File: config.mk
export PLATFORM = sky130hd
export DESIGN_NAME = iob_native_arb2_flat
export DESIGN_NICKNAME = d
export VERILOG_FILES = /design/src/rtl/iob_native_arb2_if.sv /design/src/rtl/iob_native_arb2.sv /design/src/flat_wrapper.sv
export SDC_FILE = /design/constraint.sdc
export NUM_CORES = 1
export LEC_CHECK = 0
export CORE_ASPECT_RATIO = 0.6
export CORE_MARGIN = 2
export CORE_UTILIZATION = 29
export CTS_CLUSTER_DIAMETER = 80
export DETAILED_ROUTE_END_ITERATION = 10
export GPL_ROUTABILITY_DRIVEN = 0
export HOLD_SLACK_MARGIN = 0.02
export PLACE_DENSITY = 0.77
export SLEW_MARGIN = 20
export SYNTH_ARGS = -nofsm -noshare
export SYNTH_HDL_FRONTEND = slang
export SYNTH_SLANG_ARGS = --single-unit
File: constraint.sdc
create_clock -name clk -period 2.1 [get_ports clk]
set_input_delay 0.63 -clock clk [delete_from_list [all_inputs] [get_ports clk]]
set_output_delay 0.63 -clock clk [all_outputs]
set_load 0.05 [all_outputs]
File: src/rtl/iob_native_arb2_if.sv
// IOb native bus bundle: valid/addr/wdata/wstrb request toward the slave, rdata/ready response back.
// The master modport is the requester's view and the slave modport is the responder's view.
interface iob_native_arb2_if #(
    parameter int ADDR_W = 16,
    parameter int DATA_W = 32
);
    logic                valid;
    logic [ADDR_W-1:0]   addr;
    logic [DATA_W-1:0]   wdata;
    logic [DATA_W/8-1:0] wstrb;
    logic [DATA_W-1:0]   rdata;
    logic                ready;

    modport master (output valid, addr, wdata, wstrb, input rdata, ready);
    modport slave  (input valid, addr, wdata, wstrb, output rdata, ready);
endinterface

File: src/rtl/iob_native_arb2.sv
// Two-master round-robin arbiter sharing one IOb native slave; the winner's request is captured and held.
// Define ARB_TIMEOUT_EN to force completion (rdata all ones, timeout pulse) after TIMEOUT stalled BUSY cycles.
module iob_native_arb2 #(
    parameter int ADDR_W  = 16,
    parameter int DATA_W  = 32,
    parameter int TIMEOUT = 255
) (
    input  logic              clk,
    input  logic              rst,
    iob_native_arb2_if.slave  m0,
    iob_native_arb2_if.slave  m1,
    iob_native_arb2_if.master s,
    output logic              grant,
    output logic              busy,
    output logic              timeout
);
    localparam int STRB_W = DATA_W / 8;

    typedef enum logic {IDLE, BUSY} state_t;

    state_t              state_q, state_d;
    logic                grant_q, grant_d;
    logic                last_q, last_d;
    logic [ADDR_W-1:0]   addr_q, addr_d;
    logic [DATA_W-1:0]   wdata_q, wdata_d;
    logic [STRB_W-1:0]   wstrb_q, wstrb_d;
    logic                done;
    logic                force_done;
    logic [DATA_W-1:0]   resp_data;

`ifdef ARB_TIMEOUT_EN
    localparam int CNT_W = $clog2(TIMEOUT + 1);
    // The limit is hit when this stalled cycle would take the count to TIMEOUT.
    localparam logic [CNT_W-1:0] CNT_LAST = CNT_W'(TIMEOUT - 1);

    logic [CNT_W-1:0] cnt_q, cnt_d;

    always_comb begin
        cnt_d      = cnt_q;
        force_done = 1'b0;
        if (state_q == IDLE) begin
            cnt_d = '0;
        end else if (!s.ready) begin
            if (cnt_q == CNT_LAST) begin
                force_done = 1'b1;
            end else begin
                cnt_d = cnt_q + 1'b1;
            end
        end
    end

    always_ff @(posedge clk or posedge rst) begin
        if (rst) begin
            cnt_q <= '0;
        end else begin
            cnt_q <= cnt_d;
        end
    end
`else
    assign force_done = 1'b0;
`endif

    always_comb begin
        state_d = state_q;
        grant_d = grant_q;
        last_d  = last_q;
        addr_d  = addr_q;
        wdata_d = wdata_q;
        wstrb_d = wstrb_q;
        done    = 1'b0;
        case (state_q)
            IDLE: begin
                if (m0.valid || m1.valid) begin
                    // On a tie the master that was not served last wins.
                    grant_d = (m0.valid && m1.valid) ? ~last_q : m1.valid;
                    addr_d  = grant_d ? m1.addr  : m0.addr;
                    wdata_d = grant_d ? m1.wdata : m0.wdata;
                    wstrb_d = grant_d ? m1.wstrb : m0.wstrb;
                    state_d = BUSY;
                end
            end
            BUSY: begin
                if (s.ready || force_done) begin
                    done    = 1'b1;
                    last_d  = grant_q;
                    state_d = IDLE;
                end
            end
            default: state_d = IDLE;
        endcase
    end

    always_ff @(posedge clk or posedge rst) begin
        if (rst) begin
            state_q <= IDLE;
            grant_q <= 1'b0;
            last_q  <= 1'b1;
            addr_q  <= '0;
            wdata_q <= '0;
            wstrb_q <= '0;
        end else begin
            state_q <= state_d;
            grant_q <= grant_d;
            last_q  <= last_d;
            addr_q  <= addr_d;
            wdata_q <= wdata_d;
            wstrb_q <= wstrb_d;
        end
    end

    // Response reaches only the granted master, and only in its completion cycle.
    assign resp_data = force_done ? {DATA_W{1'b1}} : s.rdata;
    assign m0.ready  = done && !grant_q;
    assign m1.ready  = done && grant_q;
    assign m0.rdata  = m0.ready ? resp_data : '0;
    assign m1.rdata  = m1.ready ? resp_data : '0;

    assign busy    = (state_q == BUSY);
    assign grant   = grant_q;
    assign timeout = force_done;
    assign s.valid = busy;
    assign s.addr  = addr_q;
    assign s.wdata = wdata_q;
    assign s.wstrb = wstrb_q;
endmodule

File: src/flat_wrapper.sv
// flat-port wrapper written by rule: the top's interface ports become plain ports
module iob_native_arb2_flat 
#(
    parameter int ADDR_W  = 16,
    parameter int DATA_W  = 32,
    parameter int TIMEOUT = 255
)
  (clk, rst, grant, busy, timeout, m0_valid, m0_addr, m0_wdata, m0_wstrb, m0_rdata, m0_ready, m1_valid, m1_addr, m1_wdata, m1_wstrb, m1_rdata, m1_ready, s_valid, s_addr, s_wdata, s_wstrb, s_rdata, s_ready);
  iob_native_arb2_if #(.ADDR_W(ADDR_W), .DATA_W(DATA_W)) m0_i ();
  iob_native_arb2_if #(.ADDR_W(ADDR_W), .DATA_W(DATA_W)) m1_i ();
  iob_native_arb2_if #(.ADDR_W(ADDR_W), .DATA_W(DATA_W)) s_i ();
  input  logic clk;
  input  logic rst;
  output logic grant;
  output logic busy;
  output logic timeout;
  input wire logic [$bits(m0_i.valid)-1:0] m0_valid;
  input wire logic [$bits(m0_i.addr)-1:0] m0_addr;
  input wire logic [$bits(m0_i.wdata)-1:0] m0_wdata;
  input wire logic [$bits(m0_i.wstrb)-1:0] m0_wstrb;
  output wire logic [$bits(m0_i.rdata)-1:0] m0_rdata;
  output wire logic [$bits(m0_i.ready)-1:0] m0_ready;
  input wire logic [$bits(m1_i.valid)-1:0] m1_valid;
  input wire logic [$bits(m1_i.addr)-1:0] m1_addr;
  input wire logic [$bits(m1_i.wdata)-1:0] m1_wdata;
  input wire logic [$bits(m1_i.wstrb)-1:0] m1_wstrb;
  output wire logic [$bits(m1_i.rdata)-1:0] m1_rdata;
  output wire logic [$bits(m1_i.ready)-1:0] m1_ready;
  output wire logic [$bits(s_i.valid)-1:0] s_valid;
  output wire logic [$bits(s_i.addr)-1:0] s_addr;
  output wire logic [$bits(s_i.wdata)-1:0] s_wdata;
  output wire logic [$bits(s_i.wstrb)-1:0] s_wstrb;
  input wire logic [$bits(s_i.rdata)-1:0] s_rdata;
  input wire logic [$bits(s_i.ready)-1:0] s_ready;
  assign m0_i.valid = m0_valid;
  assign m0_i.addr = m0_addr;
  assign m0_i.wdata = m0_wdata;
  assign m0_i.wstrb = m0_wstrb;
  assign m0_rdata = m0_i.rdata;
  assign m0_ready = m0_i.ready;
  assign m1_i.valid = m1_valid;
  assign m1_i.addr = m1_addr;
  assign m1_i.wdata = m1_wdata;
  assign m1_i.wstrb = m1_wstrb;
  assign m1_rdata = m1_i.rdata;
  assign m1_ready = m1_i.ready;
  assign s_valid = s_i.valid;
  assign s_addr = s_i.addr;
  assign s_wdata = s_i.wdata;
  assign s_wstrb = s_i.wstrb;
  assign s_i.rdata = s_rdata;
  assign s_i.ready = s_ready;
  iob_native_arb2 #(.ADDR_W(ADDR_W), .DATA_W(DATA_W), .TIMEOUT(TIMEOUT)) u_core (.clk(clk), .rst(rst), .m0(m0_i), .m1(m1_i), .s(s_i), .grant(grant), .busy(busy), .timeout(timeout));
endmodule
==> metrics.txt <==
outcome=complete, but fails checks; failing checks=negative setup slack; #FFs+latches synth=55; # nets final=771; DP Area=6460 um2; critical path launch point type=primary input; largest net degree at the start of global routing=42; Reg clk slew, reported paths=0.07 ns; routed vias/inst=4.63; Seq/Total Area, Yosys=44.9%; synth top area cells=dfrtp_1 44%, and2_1 13%, nand2_1 13%, a31oi_1 8.8%, nor2_1 6.4%; post-synth cell types=20; Yosys warnings=0; H-tree Lvls=2; count of buffers from port buffering=261; via count=3566; DR pass1 iterations=4; Setup crit end kind=primary output; syn_area_per_cell=8.30 um2; DRC=0; Synth Area in Adders=0%; total track usage=22.3%; final WL=12600 um; final setup violation count=30; syn nets=511; final non-filler cell total=770; CORE AREA=10500 um2; Post-DP HPWL=9900 um; final core occ=65.1%; Area Overhead vs Synth=122%; vias in the first global route=3717; Synth Area in XOR/XNOR=0%; worst skew pair latency=0.29 ns; # fillers=797; global-route wire length before repair=19700 um; Die Width=137 um; fin crit share=102%; Crit Path Max Fanout=25; DP Worst Slack=-0.399 ns; total die area=11500 um2; floorplan row count=29; critical hold path startpoint=u_core.s.wdata[31]$_DFFE_PP0P_; clk buf depth=2; Inst Count DP=755; Worst R2R Start=u_core.busy$_DFF_PP0_; # IOs=263; Initial Util=29.4%; Period minus WS final=2.14 ns; largest family of logic cells by synthesized area=simple AND/OR/NAND/NOR gates; final worst-path setup slack=-0.0374 ns; top-area cell type share of the netlist area=44.0%; n_diodes=0; final hold vios=0; WL/cell=16.4 um; Post-Synthesis Cells=370; post-synthesis compound-gate area fraction=14.4%; Peak VDD IR=0.000473 V; CTS tree=built; antenna-violating nets left=0; hold endpoint=u_core.s.wdata[31]$_DFFE_PP0P_; area of the mapped netlist=3070 um2; max_cap viols=0; layout cells sized above 1=37.6%; GRT overflow=0; Max Clk Rate=468 MHz; R2R Path End=u_core.s.wdata[23]$_DFFE_PP0P_; Clock Skews=0.00345 ns; Synth area leader=dfrtp_1; # clock sinks=55; CP arrival=1.51 ns; Power Density=827 nW/um2; Slew Limit Fails=0; cell area after layout=6810 um2; total CTS buffers=5; chip height=83.7 um; hold depth=2; Iter 0 DRT Violations=111; flop2flop setup slack=0.67 ns; unrepaired setup endpoints after global routing=yes; post-synthesis simple-gate area fraction=32.6%; worst hold path type=flop to flop; post-synthesis mux area share=0%; Crit Path Class=primary input to primary output; initial antenna violation count=0; Root Buffer Master=clkbuf_16; R2R cell count=5; LEAKAGE=2.92 nW; Worst Path Required=1.47 ns
-- cells by family after synthesis --
logic type,Yosys count
buffers and inverters,33
DFF,55
and+or+nand+nor,223
other,1
AOI/OAI and AO/OA,58
-- critical path, stage by stage --
cell     delay, ns
buf_6         0.07
nand2_4       0.06
buf_6         0.12
nor2_4        0.12
buf_12        0.17
and2_2        0.18
buf_12        0.14
-- registers in the layout, summed over array words and instances, names as in the netlist --
signal	cells
u_core.s.wdata	32
u_core.s.addr	16
u_core.s.wstrb	4
u_core.busy	1
u_core.grant	1
u_core.last_q	1
-- synth_stat cells, drive strengths merged --
cell,count
and2,64
a21boi,1
nand2,105
o31a,1
a31oi,52
dfrtp,54
o21ba,1
nor2,54
buf,27
conb,1
a21o,1
clkbuf,4
o22ai,1
dfstp,1
a21bo,1
inv,2
-- cells in the final DEF (no fill, tap or decap), types with 2 or more instances in the layout --
cell type | synthesis | routed
inv_2 | 0 | 2
a31oi_1 | 43 | 43
clkdlybuf4s50_1 | 0 | 139
buf_6 | 13 | 6
clkbuf_8 | 0 | 2
a31oi_2 | 9 | 9
buf_4 | 2 | 62
nand2_1 | 105 | 104
nor2_4 | 0 | 2
buf_12 | 0 | 76
dfrtp_2 | 0 | 2
dfrtp_1 | 54 | 52
and2_4 | 0 | 46
nor2_1 | 52 | 52
clkbuf_16 | 0 | 5
and2_2 | 0 | 18
-- layout make-up --
class,count,area (um2),share of cell area (%)
Tap cell,139,174,2.56
Inverter,2,7.51,0.110
Sequential cell,55,1380,20.3
Multi-Input combinational cell,282,1610,23.7
Timing Repair Buffer,284,3470,51.0
Clock buffer,7,153,2.24
Clock inverter,1,7.51,0.110
-- metrics by stage --
stage	TNS [ns]	hold WS (ns)	power, mW
after floorplan	-0.0399	0.520	3.36
final	-0.558	0.549	5.63
after detailed placement	-24.62	0.537	4.69
after global routing	-3.16	0.568	5.92
after CTS	-1.18	0.554	5.71
after global placement	-24.11	0.528	4.64
-- timing repair --
item | in CTS | in global routing
buffers inserted | 8 | 0
cloned | 3 | 0
setup endpoints to repair | 66 | 65
resized for setup | 43 | 5
hold buffers | 0 | 0
pin swaps | 13 | 7
-- power by group --
part	leakage, nW	internal (mW)	total (mW)	switching, mW
sequential	0.610	1.32	1.48	0.157
clock	0.0761	0.507	0.862	0.355
combinational	2.23	1.32	3.28	1.97
total	2.92	3.15	5.63	2.48
-- worst max-delay path by stage --
stage	startpoint	endpoint	slack, ns	cells after the start
4_1_cts	u_core.busy$_DFF_PP0_	m1_rdata[19]	-0.08	7
6_report	s_ready	m0_rdata[5]	-0.04	7
5_1_grt	u_core.busy$_DFF_PP0_	m0_rdata[19]	-0.09	6
3_3_place_gp	s_ready	m1_rdata[2]	-0.38	6
3_5_place_dp	s_ready	m0_rdata[0]	-0.40	6
2_1_floorplan	s_ready	m1_rdata[23]	-0.04	4
-- metal layers --
layer | track usage, % | vias to the layer above | wire length (um)
met2 | 38.6 | 149 | 6180
met5 | 0 | - | 0
met3 | 7.04 | 12 | 1130
met4 | 3.94 | 0 | 170
li1 | - | 1721 | -
met1 | 27.5 | 1684 | 5130
Note: power is estimated with default switching activity, not from simulation.
